[config.mk]
export PLATFORM = sky130hd
export DESIGN_NAME = tt_um_jimktrains_vslc_sequencer
export DESIGN_NICKNAME = d
export VERILOG_FILES = /design/src/rtl/tt_um_jimktrains_vslc_sequencer.sv
export SDC_FILE = /design/constraint.sdc
export NUM_CORES = 1
export LEC_CHECK = 0
export CAP_MARGIN = 20
export CORE_ASPECT_RATIO = 0.5
export CORE_UTILIZATION = 28
export CTS_BUF_LIST = sky130_fd_sc_hd__clkbuf_4
export CTS_CLUSTER_SIZE = 8
export DETAILED_ROUTE_END_ITERATION = 7
export HOLD_SLACK_MARGIN = 0.12
export PLACE_DENSITY = 0.53
export SLEW_MARGIN = 0
export SYNTH_ARGS = -nofsm -noshare
export SYNTH_HDL_FRONTEND = slang
export SYNTH_SLANG_ARGS = --single-unit
[constraint.sdc]
create_clock -name clk -period 6.3 [get_ports clk]
set_clock_uncertainty 0.05 [all_clocks]
set_input_delay 0.945 -clock clk [delete_from_list [all_inputs] [get_ports clk]]
set_output_delay 0.945 -clock clk [all_outputs]
set_load 0.02 [all_outputs]
[src/rtl/tt_um_jimktrains_vslc_sequencer.sv]
// ---------------------------------------------------------------------------
// tt_um_jimktrains_vslc_sequencer
//
// Scan sequencer for a VSLC (very small logic controller). It holds a
// 16 x 8 program memory. While run is high it repeats this scan:
//   1. Capture the raw inputs (SAMPLE).
//   2. Present each instruction in turn, one per clock (ISSUE).
//   3. Pulse scan_done, then wait SCAN_GAP idle cycles (GAP).
//
// Optional feature:
//   VSLC_SEQ_END_OPCODE_EN  When defined, instruction 8'hFF is an end marker.
//                           It is not issued and it ends the scan early.
//                           When not defined, 8'hFF is issued like any other
//                           instruction.
//
// Parameters:
//   SCAN_GAP      idle cycles between consecutive scans (0..255)
//
// Ports:
//   clk           clock; all state updates on posedge
//   rst           asynchronous, active-high reset
//   run           level; high requests continuous scanning
//   prog_we       program-memory write strobe (honoured only in IDLE)
//   prog_addr     program-memory write address
//   prog_data     program-memory write data
//   prog_len      program length; 0 = empty, values above 16 act as 16
//   ui_in         raw inputs
//   instr         instruction presented to the executor (8'h00 when idle)
//   instr_ready   high exactly while instr is valid
//   ui_in_snap    inputs captured at the start of the current scan
//   ui_in_prev    inputs captured at the start of the previous scan
//   pc            index of the instruction being presented
//   scan_done     one-cycle pulse after the last instruction of a scan
//   scan_count    completed-scan counter, wraps 255 -> 0
// ---------------------------------------------------------------------------
module tt_um_jimktrains_vslc_sequencer #(
  parameter int SCAN_GAP = 0
) (
  input  logic       clk,
  input  logic       rst,
  input  logic       run,
  input  logic       prog_we,
  input  logic [3:0] prog_addr,
  input  logic [7:0] prog_data,
  input  logic [4:0] prog_len,
  input  logic [7:0] ui_in,
  output logic [7:0] instr,
  output logic       instr_ready,
  output logic [7:0] ui_in_snap,
  output logic [7:0] ui_in_prev,
  output logic [3:0] pc,
  output logic       scan_done,
  output logic [7:0] scan_count
);

  typedef enum logic [1:0] {
    IDLE   = 2'd0,
    SAMPLE = 2'd1,
    ISSUE  = 2'd2,
    GAP    = 2'd3
  } state_t;

  localparam logic [7:0] GAP_LOAD = 8'(SCAN_GAP);

`ifdef VSLC_SEQ_END_OPCODE_EN
  localparam bit END_OPCODE_EN = 1'b1;
`else
  localparam bit END_OPCODE_EN = 1'b0;
`endif

  // Clamp a requested program length to the 16-word memory.
  function automatic logic [4:0] clamp_len(input logic [4:0] len);
    return (len > 5'd16) ? 5'd16 : len;
  endfunction

  state_t      state;
  state_t      state_nxt;
  logic [7:0]  mem [16];
  logic [4:0]  len_lat;
  logic [7:0]  gap_cnt;
  logic [4:0]  len_now;
  logic [7:0]  cur_word;
  logic        is_end;
  logic        last_pc;
  logic        scan_end;

  assign len_now  = clamp_len(prog_len);
  assign cur_word = mem[pc];
  assign is_end   = END_OPCODE_EN && (cur_word == 8'hFF);

  // The ">=" form also closes a scan whose latched length is 0. This can
  // happen when prog_len is cleared during SAMPLE. Such a scan issues
  // mem[0] once and then finishes normally, so pc never runs away.
  assign last_pc  = (({1'b0, pc} + 5'd1) >= len_lat);
  assign scan_end = (state == ISSUE) && (is_end || last_pc);

  // The executor-facing outputs depend only on registered state, so they
  // stay stable for the whole clock period.
  assign instr_ready = (state == ISSUE) && !is_end;
  assign instr       = instr_ready ? cur_word : 8'h00;

  // GAP always holds for GAP_LOAD+1 cycles. The first of those cycles is
  // the scan_done wind-down cycle. The rest are the programmed idle gap.
  always_comb begin
    state_nxt = state;
    case (state)
      IDLE:    if (run && (len_now != 5'd0)) state_nxt = SAMPLE;
      SAMPLE:  state_nxt = ISSUE;
      ISSUE:   if (scan_end) state_nxt = GAP;
      GAP:     if (gap_cnt == 8'd0)
                 state_nxt = (run && (len_now != 5'd0)) ? SAMPLE : IDLE;
      default: state_nxt = IDLE;
    endcase
  end

  always_ff @(posedge clk or posedge rst) begin
    if (rst) begin
      state      <= IDLE;
      pc         <= 4'd0;
      len_lat    <= 5'd0;
      gap_cnt    <= 8'd0;
      scan_done  <= 1'b0;
      scan_count <= 8'd0;
      ui_in_snap <= 8'h00;
      ui_in_prev <= 8'h00;
      for (int i = 0; i < 16; i++) mem[i] <= 8'h00;
    end else begin
      state     <= state_nxt;
      scan_done <= scan_end;
      if (scan_end) scan_count <= scan_count + 8'd1;
      case (state)
        IDLE: begin
          if (prog_we) mem[prog_addr] <= prog_data;
        end
        SAMPLE: begin
          ui_in_prev <= ui_in_snap;
          ui_in_snap <= ui_in;
          pc         <= 4'd0;
          len_lat    <= len_now;
        end
        ISSUE: begin
          if (scan_end) gap_cnt <= GAP_LOAD;
          else          pc      <= pc + 4'd1;
        end
        GAP: begin
          if (gap_cnt != 8'd0) gap_cnt <= gap_cnt - 8'd1;
        end
        default: ;
      endcase
    end
  end

endmodule

* Yosys cells after proc, flatten, opt, wreduce, memory -nomap -nowiden *
Index checks and enable logic that the tools add are counted.
Widths: inputs -> output; s select.

storage, ports and cells
  register bits after elaboration = 172
  input port bits = 29
  output and inout bits = 38
  word-level logic and storage cells = 74

operators by class
  add/sub/neg operators = 4
  order comparisons = 5
  equal/unequal tests = 8
  multiplexer cells = 18
  bitwise logic cells = 2
  reductions and logical operators = 13

operators by type and width
  cell                 number
  $bwmux 128           1
  $mux 8               6
  $bmux 8 s4           1
  $demux 8 s4          1
  $pmux 8 s2           1
  $ge 5x5->1 const B   2
  $not 4->5            2
  $add 8x1->8 const B  1
  $logic_not 8->1      1
  $ne 2x2->1 const B   4
  $pmux 2 s4           1
  $pmux 4 s2           1
  $reduce_bool 8->1    1
  $sub 8x1->8 const B  1
  $mux 2               3
  $reduce_and 3->1     2
  $add 4x1->5 const B  1
  $ge 5x5->1           1
  $gt 5x5->1 const B   1
  $lt 5x1->1 const B   1
  $mux 5               1
  $reduce_bool 5->1    1
  $add 4x1->4 const B  1
  $eq 2x2->1 const B   2
  other kinds (8)      12

* Depth between registers and ports, before layout *
  depth after elaboration = 7
  mapped depth = 12
  gate-level depth less buffers = 8

* Worst setup path after synthesis *
OpenSTA, ideal clock, no wires.

  path type = reg2out
  start = register pc[0]
  end = output port instr[3]
  data arrival time = 1805 ps
  required time = 5305 ps
  setup slack = 3500 ps
  stages on the path, launching flop included = 8
  buffers on the path = 2
  cells stage by stage = dfrtp_1 -> buf_4 -> buf_2 -> mux2_2 -> nand2_1 -> nand2_1 -> o211ai_1 -> o21ai_0

on the way
  word-level cells in the longest chain between the ends = 5

RTL lines
  item                                       line  source
  from (decl)                                51    output logic [3:0] pc,
  from (signal assigned)                     143   else pc <= pc + 4'd1;
  $not 4->5 (not written as such)            88    assign cur_word = mem[pc];
  $bmux 8 s4                                 88
  $mux 8 (not written as such) (2 in a row)  88
  $mux 8                                     100   assign instr = instr_ready ? cur_word : 8'h00;
  to (decl)                                  47    output logic [7:0] instr,

No other way between the ends. The select of a mux whose other input is x is not followed.

* Final worst setup path *
  start = register pc[0]
  end = output port instr[0]

Same word-level chain as after synthesis.

==> run metrics <==
core box area=~28000 µm²; Area Overhead vs Synth=15.7%; Mapped Area=8230 µm²; Setup Crit Path Kind=reg -> out; Synth Area in XOR/XNOR=0.00958; status=completed; Post-Synth Adder-Cell Area=0.0198; post-synthesis compound-gate area fraction=0.0439; clock buffer count from CTS=17; std cell rows=43; Leak=roughly 4.1 nW; critical-path maximum fanout=35; RSZ-0062 raised after global routing=no; pwr/cell area=approximately 460 nW/µm²; flops & latches, synth=172; Hold WC Path Type=reg -> reg; Root Driver=clkbuf_4; max frequency=231 MHz; H-tree depth=4; largest family of logic cells by synthesized area=multiplexers; Avg Vias per Cell=4.77; EDFF count, synth=0; global-route wire length before repair=30200 µm; clk sink count=172; Die Y=123 µm; post-detailed-routing wire length=19400 µm; Max Cap Viol=0; share of layout cells above drive strength 1=0.346; number of post-CTS setup repair buffers=0; Place WS=2.55 ns; number of nets in the layout=695; Synth Instances=596; asr flop ratio synth=1.00; Die W=244 µm; DR WL/cell=18.5 µm; crit path capture type=primary output; CTS resizes=0; GRT Total Usage=0.135; PnR worst setup slack=between 1.5 and 2 ns; # DRC=0; Worst EP required=5.30 ns; Setup-failing EPs final=0; Post-CTS Hold Fix Bufs=0; YS warnings=0; commonest non-fill, non-tap cell in the layout=dfrtp_1; GRT overflow=0; mux contribution to synthesized area=0.309; die area=30100 µm²; most frequent cells in the layout=dfrtp_1 (170), mux2_2 (137), clkdlybuf4s50_1 (66); Reg clk slew, reported paths=0.14 ns; CTS Buffer Depth=2; CP arrival=3.33 ns; largest net degree at the start of global routing=76; Final Cycle Share=0.686; I/O pins=67; via count=5003; final antenna-violating net count=0; actual slew at the worst max-slew pin=just over 1 ns; Mapped Nets=about 640; PortBufs=66; Mean Syn Cell Area=approximately 14 µm²; sequential area share after synthesis=0.523; RePlAce Congestion=0.732; setup TNS=0 ns; Skew-Pair Late Insertion Delay=approximately 0.55 ns; fin crit period=roughly 4.3 ns; Final Hold Viols=0; CTS tree=yes; final max-slew violation count=0; post-synthesis simple-gate area fraction=0.0705; Netlist cell types=49; DRT iter0 DRCs=268; peak supply drop=0.000144 V; initial antenna violation count=1; Fin Hold WS=0.433 ns; vias in the first global route=5200; DRT Pass-1 Iters=4; DP HPWL=roughly 12000 µm; Initial Util=0.291; element type at the critical path start=flop; Slew headroom=0.322; prevailing post-synth register cell=dfrtp_1; Fill cells=between 2000 and 3000
==> area by class of cell <==
type	instances	area [µm²]	area share
Inverter	11	46.3	0.00486
Multi-Input combinational cell	380	3720	0.391
Sequential cell	172	4310	0.452
Timing Repair Buffer	71	718	0.0754
Tap cell	382	478	0.0502
Clock buffer	17	128	0.0134
Clock inverter	14	119	0.0125
Antenna cell	1	2.50	0.000263
==> power breakdown <==
group	internal [W]	leakage [nW]	switching, W
logic	0.00102	1.76	0.000848
clock network	0.000162	0.124	0.000418
registers	0.00158	2.23	0.000317
==> cells in the mapped netlist (7+ instances only) <==
cell type    n  area [µm²]
mux2i_1     24         240
nor2_2       9        56.3
xnor2_1      7        61.3
ha_1        13         163
buf_2        9        45.0
o21ai_0     11        55.1
inv_1       11        41.3
o22ai_1      9        56.3
nand2_1     40         150
nand3_1     10        50.1
o211ai_1     9        67.6
dfrtp_1    172        4300
clkbuf_1    16        60.1
mux2_2     137        1540
mux4_2      22         495
mux2_4      16         240
nor2_1       8        30.0
==> cell families (layout without fill, tap and decap cells) <==
| family | after synthesis | count (layout) |
|---|---|---|
| AO/OA/AOI/OAI | 51 | 51 |
| XOR/XNOR | 9 | 9 |
| adder cells (fa/ha/maj) | 13 | 13 |
| buffers and inverters | 44 | 113 |
| flip-flops | 172 | 172 |
| multiplexers | 201 | 201 |
| other | 0 | 1 |
| AND/OR/NAND/NOR | 106 | 106 |
==> state kept, by name, indices dropped and copies added, names as in the netlist <==
signal / flops
ui_in_snap: 8
scan_count: 8
gap_cnt: 8
ui_in_prev: 8
pc: 4
scan_done: 1
mem: 128
len_lat: 5
state: 2
==> worst paths after layout <==
path / from / end / slack [ns] / cells past startpoint
worst min-delay path: scan_count[7] / scan_count[7] / 0.43 / 1
worst max register to register: pc[1] / state[1] / 2.82 / 8
worst min register to register: scan_count[7] / scan_count[7] / 0.43 / 1
worst max-delay path: pc[0] / instr[0] / 1.98 / 7
max in group asynchronous: rst / mem[14] / 3.94 / 3
min in group asynchronous: rst / ui_in_snap[5] / 0.77 / 2
==> per-stage QoR <==
stage | instance area (µm²) | power [W] | instances | util
finish | 9520 | 0.00435 | 1048 | 0.337
global route | 9520 | 0.00466 | 1048 | 0.337
floorplan | 8230 | 0.00324 | 596 | -
detailed placement | 9250 | 0.00380 | 1015 | 0.327
CTS | 9490 | 0.00439 | 1046 | 0.335
global placement | 9250 | 0.00374 | 1015 | 0.327
==> routing by layer <==
layer / track usage / share of wire
met4: 0.0484 / 0.016
met5: 0 / 0
met2: 0.217 / 0.47
met1: 0.178 / 0.47
met3: 0.0336 / 0.037
==> worst max-delay path, cell delays in order, from the launching register on <==
cell	delay, ns
dfrtp_2	0.63
buf_4	0.62
mux2_2	0.30
nand2_1	0.05
a32oi_1	0.26
nand2_1	0.08
o22ai_1	0.15
clkdlybuf4s50_1	0.65
No activity file was read; power rests on OpenSTA's default activity.
